$ cat src/rtl/dma_controller.sv
// Cycle-stealing memory-to-memory byte copy engine on the shared dMemIO bus.
// The CPU programs it through eight IO registers; the CPU always wins the bus.
module dma_controller #(
  parameter logic [7:0] BASE_ADDR = 8'h80
) (
  input  logic        clk,
  input  logic        rst,
  input  logic [7:0]  cfg_address,
  input  logic [7:0]  cfg_din,
  input  logic        cfg_w_en,
  input  logic        cfg_r_en,
  output logic [7:0]  cfg_dout,
  input  logic        cpu_bus_busy,
  output logic        bus_grant,
  output logic [15:0] dma_address,
  output logic [7:0]  dma_dout,
  output logic        dma_w_en,
  output logic        dma_r_en,
  input  logic [7:0]  dma_din,
  output logic        done_flag,
  input  logic        done_flag_clr
);

  typedef enum logic [1:0] {
    IDLE  = 2'd0,
    READ  = 2'd1,
    RWAIT = 2'd2,
    WRITE = 2'd3
  } state_t;

  state_t      state_q;
  logic [15:0] src_q;
  logic [15:0] dst_q;
  logic [15:0] len_q;
  logic [7:0]  data_q;
  logic [7:0]  dout_q;
  logic        done_q;

  logic        sel_s;
  logic [2:0]  off_s;
  logic        start_s;
  logic        abort_s;
  logic        busy_s;
  logic        wr_free_s;
  logic        done_set_s;
  logic [15:0] len_dec_s;
  logic [7:0]  rd_data_d;

  assign sel_s     = (cfg_address[7:3] == BASE_ADDR[7:3]);
  assign off_s     = cfg_address[2:0];
  assign start_s   = cfg_w_en && sel_s && (off_s == 3'd6) && cfg_din[0];
  assign abort_s   = cfg_w_en && sel_s && (off_s == 3'd6) && cfg_din[1];
  assign busy_s    = (state_q != IDLE);
  assign wr_free_s = (state_q == WRITE) && !cpu_bus_busy;
  assign len_dec_s = len_q - 16'd1;

  // An aborted write strobe still goes out but is never counted as completion.
  assign done_set_s = ((state_q == IDLE) && start_s && !abort_s && (len_q == 16'd0)) ||
                      (wr_free_s && !abort_s && (len_dec_s == 16'd0));

  assign cfg_dout  = dout_q;
  assign done_flag = done_q;

  // Bus strobes follow state and CPU activity directly so the CPU is never delayed.
  always_comb begin
    bus_grant   = 1'b0;
    dma_r_en    = 1'b0;
    dma_w_en    = 1'b0;
    dma_address = 16'h0000;
    dma_dout    = 8'h00;
    if ((state_q == READ) && !cpu_bus_busy) begin
      bus_grant   = 1'b1;
      dma_r_en    = 1'b1;
      dma_address = src_q;
    end else if (wr_free_s) begin
      bus_grant   = 1'b1;
      dma_w_en    = 1'b1;
      dma_address = dst_q;
      dma_dout    = data_q;
    end else begin
      bus_grant   = 1'b0;
    end
  end

  // Register read-back mux; pointers and count read back live.
  always_comb begin
    rd_data_d = 8'h00;
    case (off_s)
      3'd0:    rd_data_d = src_q[7:0];
      3'd1:    rd_data_d = src_q[15:8];
      3'd2:    rd_data_d = dst_q[7:0];
      3'd3:    rd_data_d = dst_q[15:8];
      3'd4:    rd_data_d = len_q[7:0];
      3'd5:    rd_data_d = len_q[15:8];
      3'd7:    rd_data_d = {6'b000000, done_q, busy_s};
      default: rd_data_d = 8'h00;
    endcase
  end

  // Transfer FSM, configuration registers, read data and completion flag.
  always_ff @(posedge clk or posedge rst) begin
    if (rst) begin
      state_q <= IDLE;
      src_q   <= 16'h0000;
      dst_q   <= 16'h0000;
      len_q   <= 16'h0000;
      data_q  <= 8'h00;
      dout_q  <= 8'h00;
      done_q  <= 1'b0;
    end else begin
      if (cfg_r_en && sel_s) begin
        dout_q <= rd_data_d;
      end
      if (done_set_s) begin
        done_q <= 1'b1;
      end else if (done_flag_clr) begin
        done_q <= 1'b0;
      end
      if (cfg_w_en && sel_s && !busy_s) begin
        case (off_s)
          3'd0:    src_q[7:0]  <= cfg_din;
          3'd1:    src_q[15:8] <= cfg_din;
          3'd2:    dst_q[7:0]  <= cfg_din;
          3'd3:    dst_q[15:8] <= cfg_din;
          3'd4:    len_q[7:0]  <= cfg_din;
          3'd5:    len_q[15:8] <= cfg_din;
          default: ;
        endcase
      end
      case (state_q)
        IDLE: begin
          if (start_s && !abort_s && (len_q != 16'd0)) begin
            state_q <= READ;
          end
        end
        READ: begin
          if (abort_s) begin
            state_q <= IDLE;
          end else if (!cpu_bus_busy) begin
            state_q <= RWAIT;
          end
        end
        RWAIT: begin
          data_q  <= dma_din;
          state_q <= abort_s ? IDLE : WRITE;
        end
        WRITE: begin
          if (abort_s) begin
            state_q <= IDLE;
          end else if (!cpu_bus_busy) begin
            src_q   <= src_q + 16'd1;
            dst_q   <= dst_q + 16'd1;
            len_q   <= len_dec_s;
            state_q <= (len_dec_s == 16'd0) ? IDLE : READ;
          end
        end
        default: state_q <= IDLE;
      endcase
    end
  end

endmodule

$ cat config.mk
export PLATFORM = sky130hd
export DESIGN_NAME = dma_controller
export DESIGN_NICKNAME = d
export VERILOG_FILES = /design/src/rtl/dma_controller.sv
export SDC_FILE = /design/constraint.sdc
export NUM_CORES = 1
export LEC_CHECK = 0
export CAP_MARGIN = 25
export CORE_UTILIZATION = 55
export CTS_CLUSTER_SIZE = 8
export DETAILED_ROUTE_END_ITERATION = 16
export DONT_BUFFER_PORTS = 1
export HOLD_SLACK_MARGIN = 0.02
export PLACE_DENSITY = 0.73
export SYNTH_ARGS = -nofsm -noshare
export SYNTH_HDL_FRONTEND = slang
export SYNTH_SLANG_ARGS = --single-unit
export TNS_END_PERCENT = 20
$ cat constraint.sdc
create_clock -name clk -period 2.3 [get_ports clk]
set_clock_uncertainty 0.2 [all_clocks]
set_input_delay 0.345 -clock clk [delete_from_list [all_inputs] [get_ports clk]]
set_output_delay 0.345 -clock clk [all_outputs]
set_load 0.02 [all_outputs]
=== After elaboration in Yosys (flattened, before gate mapping) ===
Index checks and enable logic that the tools add are counted.

* Latch bits: 0
* Logic and storage cells: 88
* Bits in registers: 67
* Memory bits (writable): 0
* Bits in read-only memories: 0
* Output and inout bits: 36
* Memories: 0

* Eq/ne operators: 14
* $add $sub $neg: 3
* Divide/modulo/power cells: 0
* Reductions and logical operators: 27
* Magnitude comparators: 0
* Mux-type cells: 37
* Bitwise gates (word level): 0
* Multiply operators: 0
* Shift operators: 0

{| class="wikitable"
|+ Operators with widths
! kind !! count
|-
| 2-to-1 mux 16 bit || 14
|-
| 2-to-1 mux 8 bit || 8
|-
| one-hot mux 8 bit (7 select lines) || 1
|-
| adder 16 x 1 -> 16 bit (second input constant) || 2
|-
| zero test 16 bit || 2
|-
| nonzero test 16 bit || 1
|-
| subtractor 16 x 1 -> 16 bit (second input constant) || 1
|-
| logical AND 1 bit || 15
|-
| equality test 3 bit (second input constant) || 4
|-
| 2-to-1 mux 2 bit || 6
|-
| one-hot mux 2 bit (4 select lines) || 1
|-
| 2-to-1 mux 1 bit || 7
|-
| equality test 3 x 2 -> 1 bit (second input constant) || 2
|-
| != test 3 bit (second input constant) || 2
|-
| equality test 5 bit (second input constant) || 1
|-
| equality test 2 bit (second input constant) || 2
|-
| nonzero test 2 bit || 2
|-
| equality test 3 x 1 -> 1 bit (second input constant) || 1
|-
| zero test 1 bit || 3
|-
| zero test 3 bit || 1
|-
| AND reduction 3 bit || 1
|-
| equality test 2 x 1 -> 1 bit (second input constant) || 1
|-
| zero test 2 bit || 1
|-
| != test 2 x 1 -> 1 bit (second input constant) || 1
|-
| logical OR 1 bit || 1
|}

=== Logic depth before layout (Yosys ltp) ===
* Word-level depth: 9
* Depth in mapped cells: 7
* Depth with buffers taken out: 7

=== Least setup slack after synthesis ===
Ideal clock, no wire load.

* Kind: in2reg
* Start: in cfg_address[4]
* End: reg state_q[0]
* Buffers on the path: 0
* Slack: -56 ps
* Arrival: 2032 ps
* Library setup time: 124 ps
* Stages on the path: 5
* Cell sequence: or4_4 or3_1 and3_1 or3b_1 o31a_1

* Cells in the longest elaborated chain, start to end: 9
* Elaborated cells between the ends (all ways): 16
* Classes of those cells: eq/ne: 4; mux: 4; reduce/logical: 8

{| class="wikitable"
|+ RTL lines
! element !! RTL line !! source
|-
| start: declaration || 8 || <nowiki>input logic [7:0] cfg_address,</nowiki>
|-
| equality test 5 bit * || 49 || <nowiki>assign sel_s = (cfg_address[7:3] == BASE_ADDR[7:3]);</nowiki>
|-
| logical AND 1 bit * (2 in a row) || 51, 52 ||
|-
| logical AND 1 bit || 52 || <nowiki>assign abort_s = cfg_w_en && sel_s && (off_s == 3'd6) && cfg_din[1];</nowiki>
|-
| zero test 1 bit || 132 || <nowiki>if (start_s && !abort_s && (len_q != 16'd0)) begin</nowiki>
|-
| logical AND 1 bit (2 in a row) || 132 ||
|-
| != test 2 x 1 -> 1 bit (no line) || -- ||
|-
| AND reduction 3 bit (no line) || -- ||
|-
| end signal: assignment || 145 || <nowiki>state_q <= abort_s ? IDLE : WRITE;</nowiki>
|-
| end signal: assignment || 154 || <nowiki>state_q <= (len_dec_s == 16'd0) ? IDLE : READ;</nowiki>
|-
| end: declaration || 31 || <nowiki>state_t state_q;</nowiki>
|}

Mark *: on every way between the ends. The rest lies on a longest branch, timed or not.
A chain may end at the register's enable or synchronous reset.

=== Worst setup path after layout ===
* Start: reg len_q[3]
* End: reg state_q[0]

* Cells in the longest elaborated chain, start to end: 6
* Elaborated cells between the ends (all ways): 10
* Classes of those cells: add/sub: 1; eq/ne: 1; mux: 4; reduce/logical: 4

{| class="wikitable"
|+ RTL lines
! element !! RTL line !! source
|-
| start: declaration || 34 || <nowiki>logic [15:0] len_q;</nowiki>
|-
| start signal: assignment || 125 || <nowiki>3'd4: len_q[7:0] <= cfg_din;</nowiki>
|-
| start signal: assignment || 153 || <nowiki>len_q <= len_dec_s;</nowiki>
|-
| subtractor 16 x 1 -> 16 bit || 55 || <nowiki>assign len_dec_s = len_q - 16'd1;</nowiki>
|-
| zero test 16 bit || 154 ||
|-
| 2-to-1 mux 1 bit || 154 ||
|-
| 2-to-1 mux 2 bit || 150 || <nowiki>end else if (!cpu_bus_busy) begin</nowiki>
|-
| 2-to-1 mux 2 bit || 148 || <nowiki>if (abort_s) begin</nowiki>
|-
| one-hot mux 2 bit (4 select lines) || 130 || <nowiki>case (state_q)</nowiki>
|}

Several ways; a longest one is shown, not always the timed one. The select of a mux whose other input is x is not followed.

==> results.sh <==
export IMPL_path_clk_slew_ns=0.08
export IMPL_ios=66
export IMPL_insertion_delay_ns=0.36
export IMPL_maxSlewHeadroom=0.589
export IMPL_die_w_um=93.1
export IMPL_numCtsBuffers=9
export IMPL_final_cell_mix="nor2_1 (72), dfrtp_1 (66), nand2_1 (59)"
export IMPL_grt_max_degree=68
export IMPL_dieArea_um2=8670
export IMPL_ys_seq_elements=67
export IMPL_grt_pass1_wl_mm=23.6
export IMPL_grt_usage=0.360
export IMPL_post_route_util=0.694
export IMPL_start_util=0.579
export IMPL_cts_htree_levels=3
export IMPL_wl_per_cell_um=21.3
export IMPL_path_cells="or3_1, nor4b_1, a211oi_1, or3b_1, o31a_1"
export IMPL_root_buffer="clkbuf_8"
export IMPL_avgSynthCellArea_um2=8.23
export IMPL_synth_xor_area_share=0.00959
export IMPL_dpl_cell_area_um2=4990
export IMPL_synthMuxAreaShare=0.102
export IMPL_grt_pass1_vias=4520
export IMPL_via_per_inst=6.91
export IMPL_synth_compound_area_frac=0.203
export IMPL_port_buffers=0
export IMPL_drtIter0Drc=689
export IMPL_status="complete, no violations"
export IMPL_critPathMaxStageDelay_ns=0.47
export IMPL_crit_type="flop to flop"
export IMPL_syn_nets=589
export IMPL_drv_slew=0
export IMPL_drc=0
export IMPL_rsz0062_at_grt="true"
export IMPL_setup_violations_final=0
export IMPL_cp_end_kind="flop"
export IMPL_yosys_area_share_simple=0.265
export IMPL_synthToLayoutAreaGrowth_pct=19.8
export IMPL_drtAntennaViolNets=0
export IMPL_p_per_area_nw_per_um2=1200
export IMPL_startpoint_type="flop"
export IMPL_synth_top_flop_cell="dfrtp_1"
export IMPL_hold_path_cell_count=3
export IMPL_worst_slew_pin_slew_ns=0.611
export IMPL_cp_required_ns=2.35
export IMPL_final_common_cell="nor2_1"
export IMPL_yosys_warnings=0
export IMPL_worstPathMaxFanout=7
export IMPL_period_share=0.998
export IMPL_yosys_area_share_adder=0.0110
export IMPL_cts_buffer_depth=2
export IMPL_syn_area_um2=4570
export IMPL_die_y_um=93.1
export IMPL_fill_cells=602
export IMPL_cts_tree="yes"
export IMPL_dr_pass1_iters=6
export IMPL_final_area_um2=5470
export IMPL_cp_slowest_cell="dfrtp_2"
export IMPL_fp_row_count=32
export IMPL_power_leakage_nw=2.22
export IMPL_r2r_cells=5
export IMPL_yosysSeqAreaShare=0.367
export IMPL_place_hpwl_mm=10.2
export IMPL_synthArstFlopShare=1.00
export IMPL_hp_class="input pin to flop"
export IMPL_hold_violations=0
export IMPL_cts_sinks=67
export IMPL_gr_total_overflow=0
export IMPL_gp_congestion=0.988
export IMPL_synth_edf_count=0
export IMPL_synth_top_family_by_area="simple AND/OR/NAND/NOR gates"
export IMPL_antenna_found_initial=2
export IMPL_synthCells=555
export IMPL_ir_drop_v=0.000567
export IMPL_finalCriticalPeriod_ns=2.29
export IMPL_wl_mm=15.1
export IMPL_drv_cap=0
export IMPL_crit_arrival_ns=2.35
export IMPL_core_um2=7890
export IMPL_fin_nets=633
export IMPL_drive_gt1_frac=0.185
export IMPL_dr_total_vias=4887
export IMPL_max_clock_freq_mhz=436
export IMPL_synthDistinctLibCells=55
==> flip-flops by register name (all words and copies together), names as in the netlist <==
register and flops:
dst_q 16, len_q 16, src_q 16, cfg_dout 8
data_q 8, state_q 2, done_flag 1
==> through the flow <==
stage / total power [mW] / setup TNS (ns) / hold slack [ns] / cells / setup slack (ns)
global placement: 4.99 / -0.0598 / 0.132 / 672 / -0.0598
detailed placement: 5.09 / -0.0653 / 0.142 / 672 / -0.0653
CTS: 6.37 / 0 / 0.0216 / 705 / 0.00111
finish: 6.56 / 0 / 0.0315 / 707 / 0.00507
global route: 6.92 / -0.0491 / 0.0413 / 707 / -0.0491
floorplan: 4.12 / -0.0124 / 0.270 / 555 / -0.0124
==> synth_stat cells, types with 7 or more instances <==
| cell type | number | share of area |
|---|---|---|
| a211oi_1 | 13 | 0.021 |
| a21oi_1 | 41 | 0.045 |
| a311oi_1 | 7 | 0.013 |
| and2_1 | 12 | 0.016 |
| clkbuf_1 | 28 | 0.023 |
| dfrtp_1 | 67 | 0.37 |
| inv_1 | 16 | 0.013 |
| mux2_2 | 16 | 0.039 |
| mux2i_1 | 24 | 0.053 |
| nand2_1 | 59 | 0.048 |
| nand2b_1 | 7 | 0.0096 |
| nand3_1 | 23 | 0.025 |
| nand4_1 | 10 | 0.014 |
| nor2_1 | 72 | 0.059 |
| nor3_1 | 18 | 0.020 |
| o21ai_0 | 33 | 0.036 |
| o22ai_1 | 9 | 0.012 |
| o32ai_1 | 9 | 0.017 |
==> critical path, delay by kind of cell, from the launching register on <==
family	cells	cell delay [ns]
compound gates	2	0.38
simple gates	3	1.12
flops	1	0.47
==> worst paths after layout <==
check                                 startpoint                endpoint  slack, ns
min reg2reg                data_q[5]$_DFFE_PP0P_   data_q[5]$_DFFE_PP0P_       0.31
max in group asynchronous                    rst      len_q[3]$_DFF_PP0_       1.28
max reg2reg                   len_q[3]$_DFF_PP0_  state_q[0]$_DFFE_PP0P_      0.005
min                                   cfg_din[1]      len_q[1]$_DFF_PP0_       0.03
max                           len_q[3]$_DFF_PP0_  state_q[0]$_DFFE_PP0P_      0.005
min in group asynchronous                    rst     src_q[12]$_DFF_PP0_       0.32
==> cells by family (layout without fill, tap and decap cells) <==
family / count (synthesis) / after routing
flip-flops: 67 / 67
other: 0 / 1
AND/OR/NAND/NOR: 245 / 245
adder cells (fa/ha/maj): 4 / 4
multiplexers: 42 / 42
XOR/XNOR: 5 / 5
buffers and inverters: 51 / 100
AO/OA/AOI/OAI: 141 / 141
==> power breakdown <==
group	internal [mW]	total (mW)	switching (mW)	leakage (nW)
Combinational	1.27	2.99	1.72	1.38
Sequential	1.64	2.35	0.709	0.719
Clock	0.718	1.22	0.507	0.119
Total	3.63	6.56	2.93	2.22
==> per-layer routing <==
metal | up-vias | wire length [um] | GRT usage
li1 | 2140 | - | -
met2 | 386 | 6480 | 0.527
met4 | 2 | 715 | 0.199
met1 | 2289 | 5770 | 0.474
met3 | 70 | 2070 | 0.107
met5 | - | 16 | 0
==> repair_timing <==
action / in CTS / in global routing
endpoints found under the setup margin: 1 / 7
hold endpoints to repair: 120 / 0
pin swaps: 0 / 3
cloned: 0 / 0
resized for setup: 1 / 13
setup buffers: 0 / 1
hold buffers: 17 / 0
==> final cells by class <==
cell class | count | area (um2) | area share
clock inverter | 7 | 116 | 0.0213
sequential | 67 | 1680 | 0.307
clock buffer | 9 | 124 | 0.0226
multi-input combinational | 437 | 2770 | 0.507
antenna | 1 | 2.50 | 0.000457
timing repair buffer | 68 | 591 | 0.108
tap | 102 | 128 | 0.0233
inverter | 16 | 60.1 | 0.0110
(Power assumes the default switching activity.)
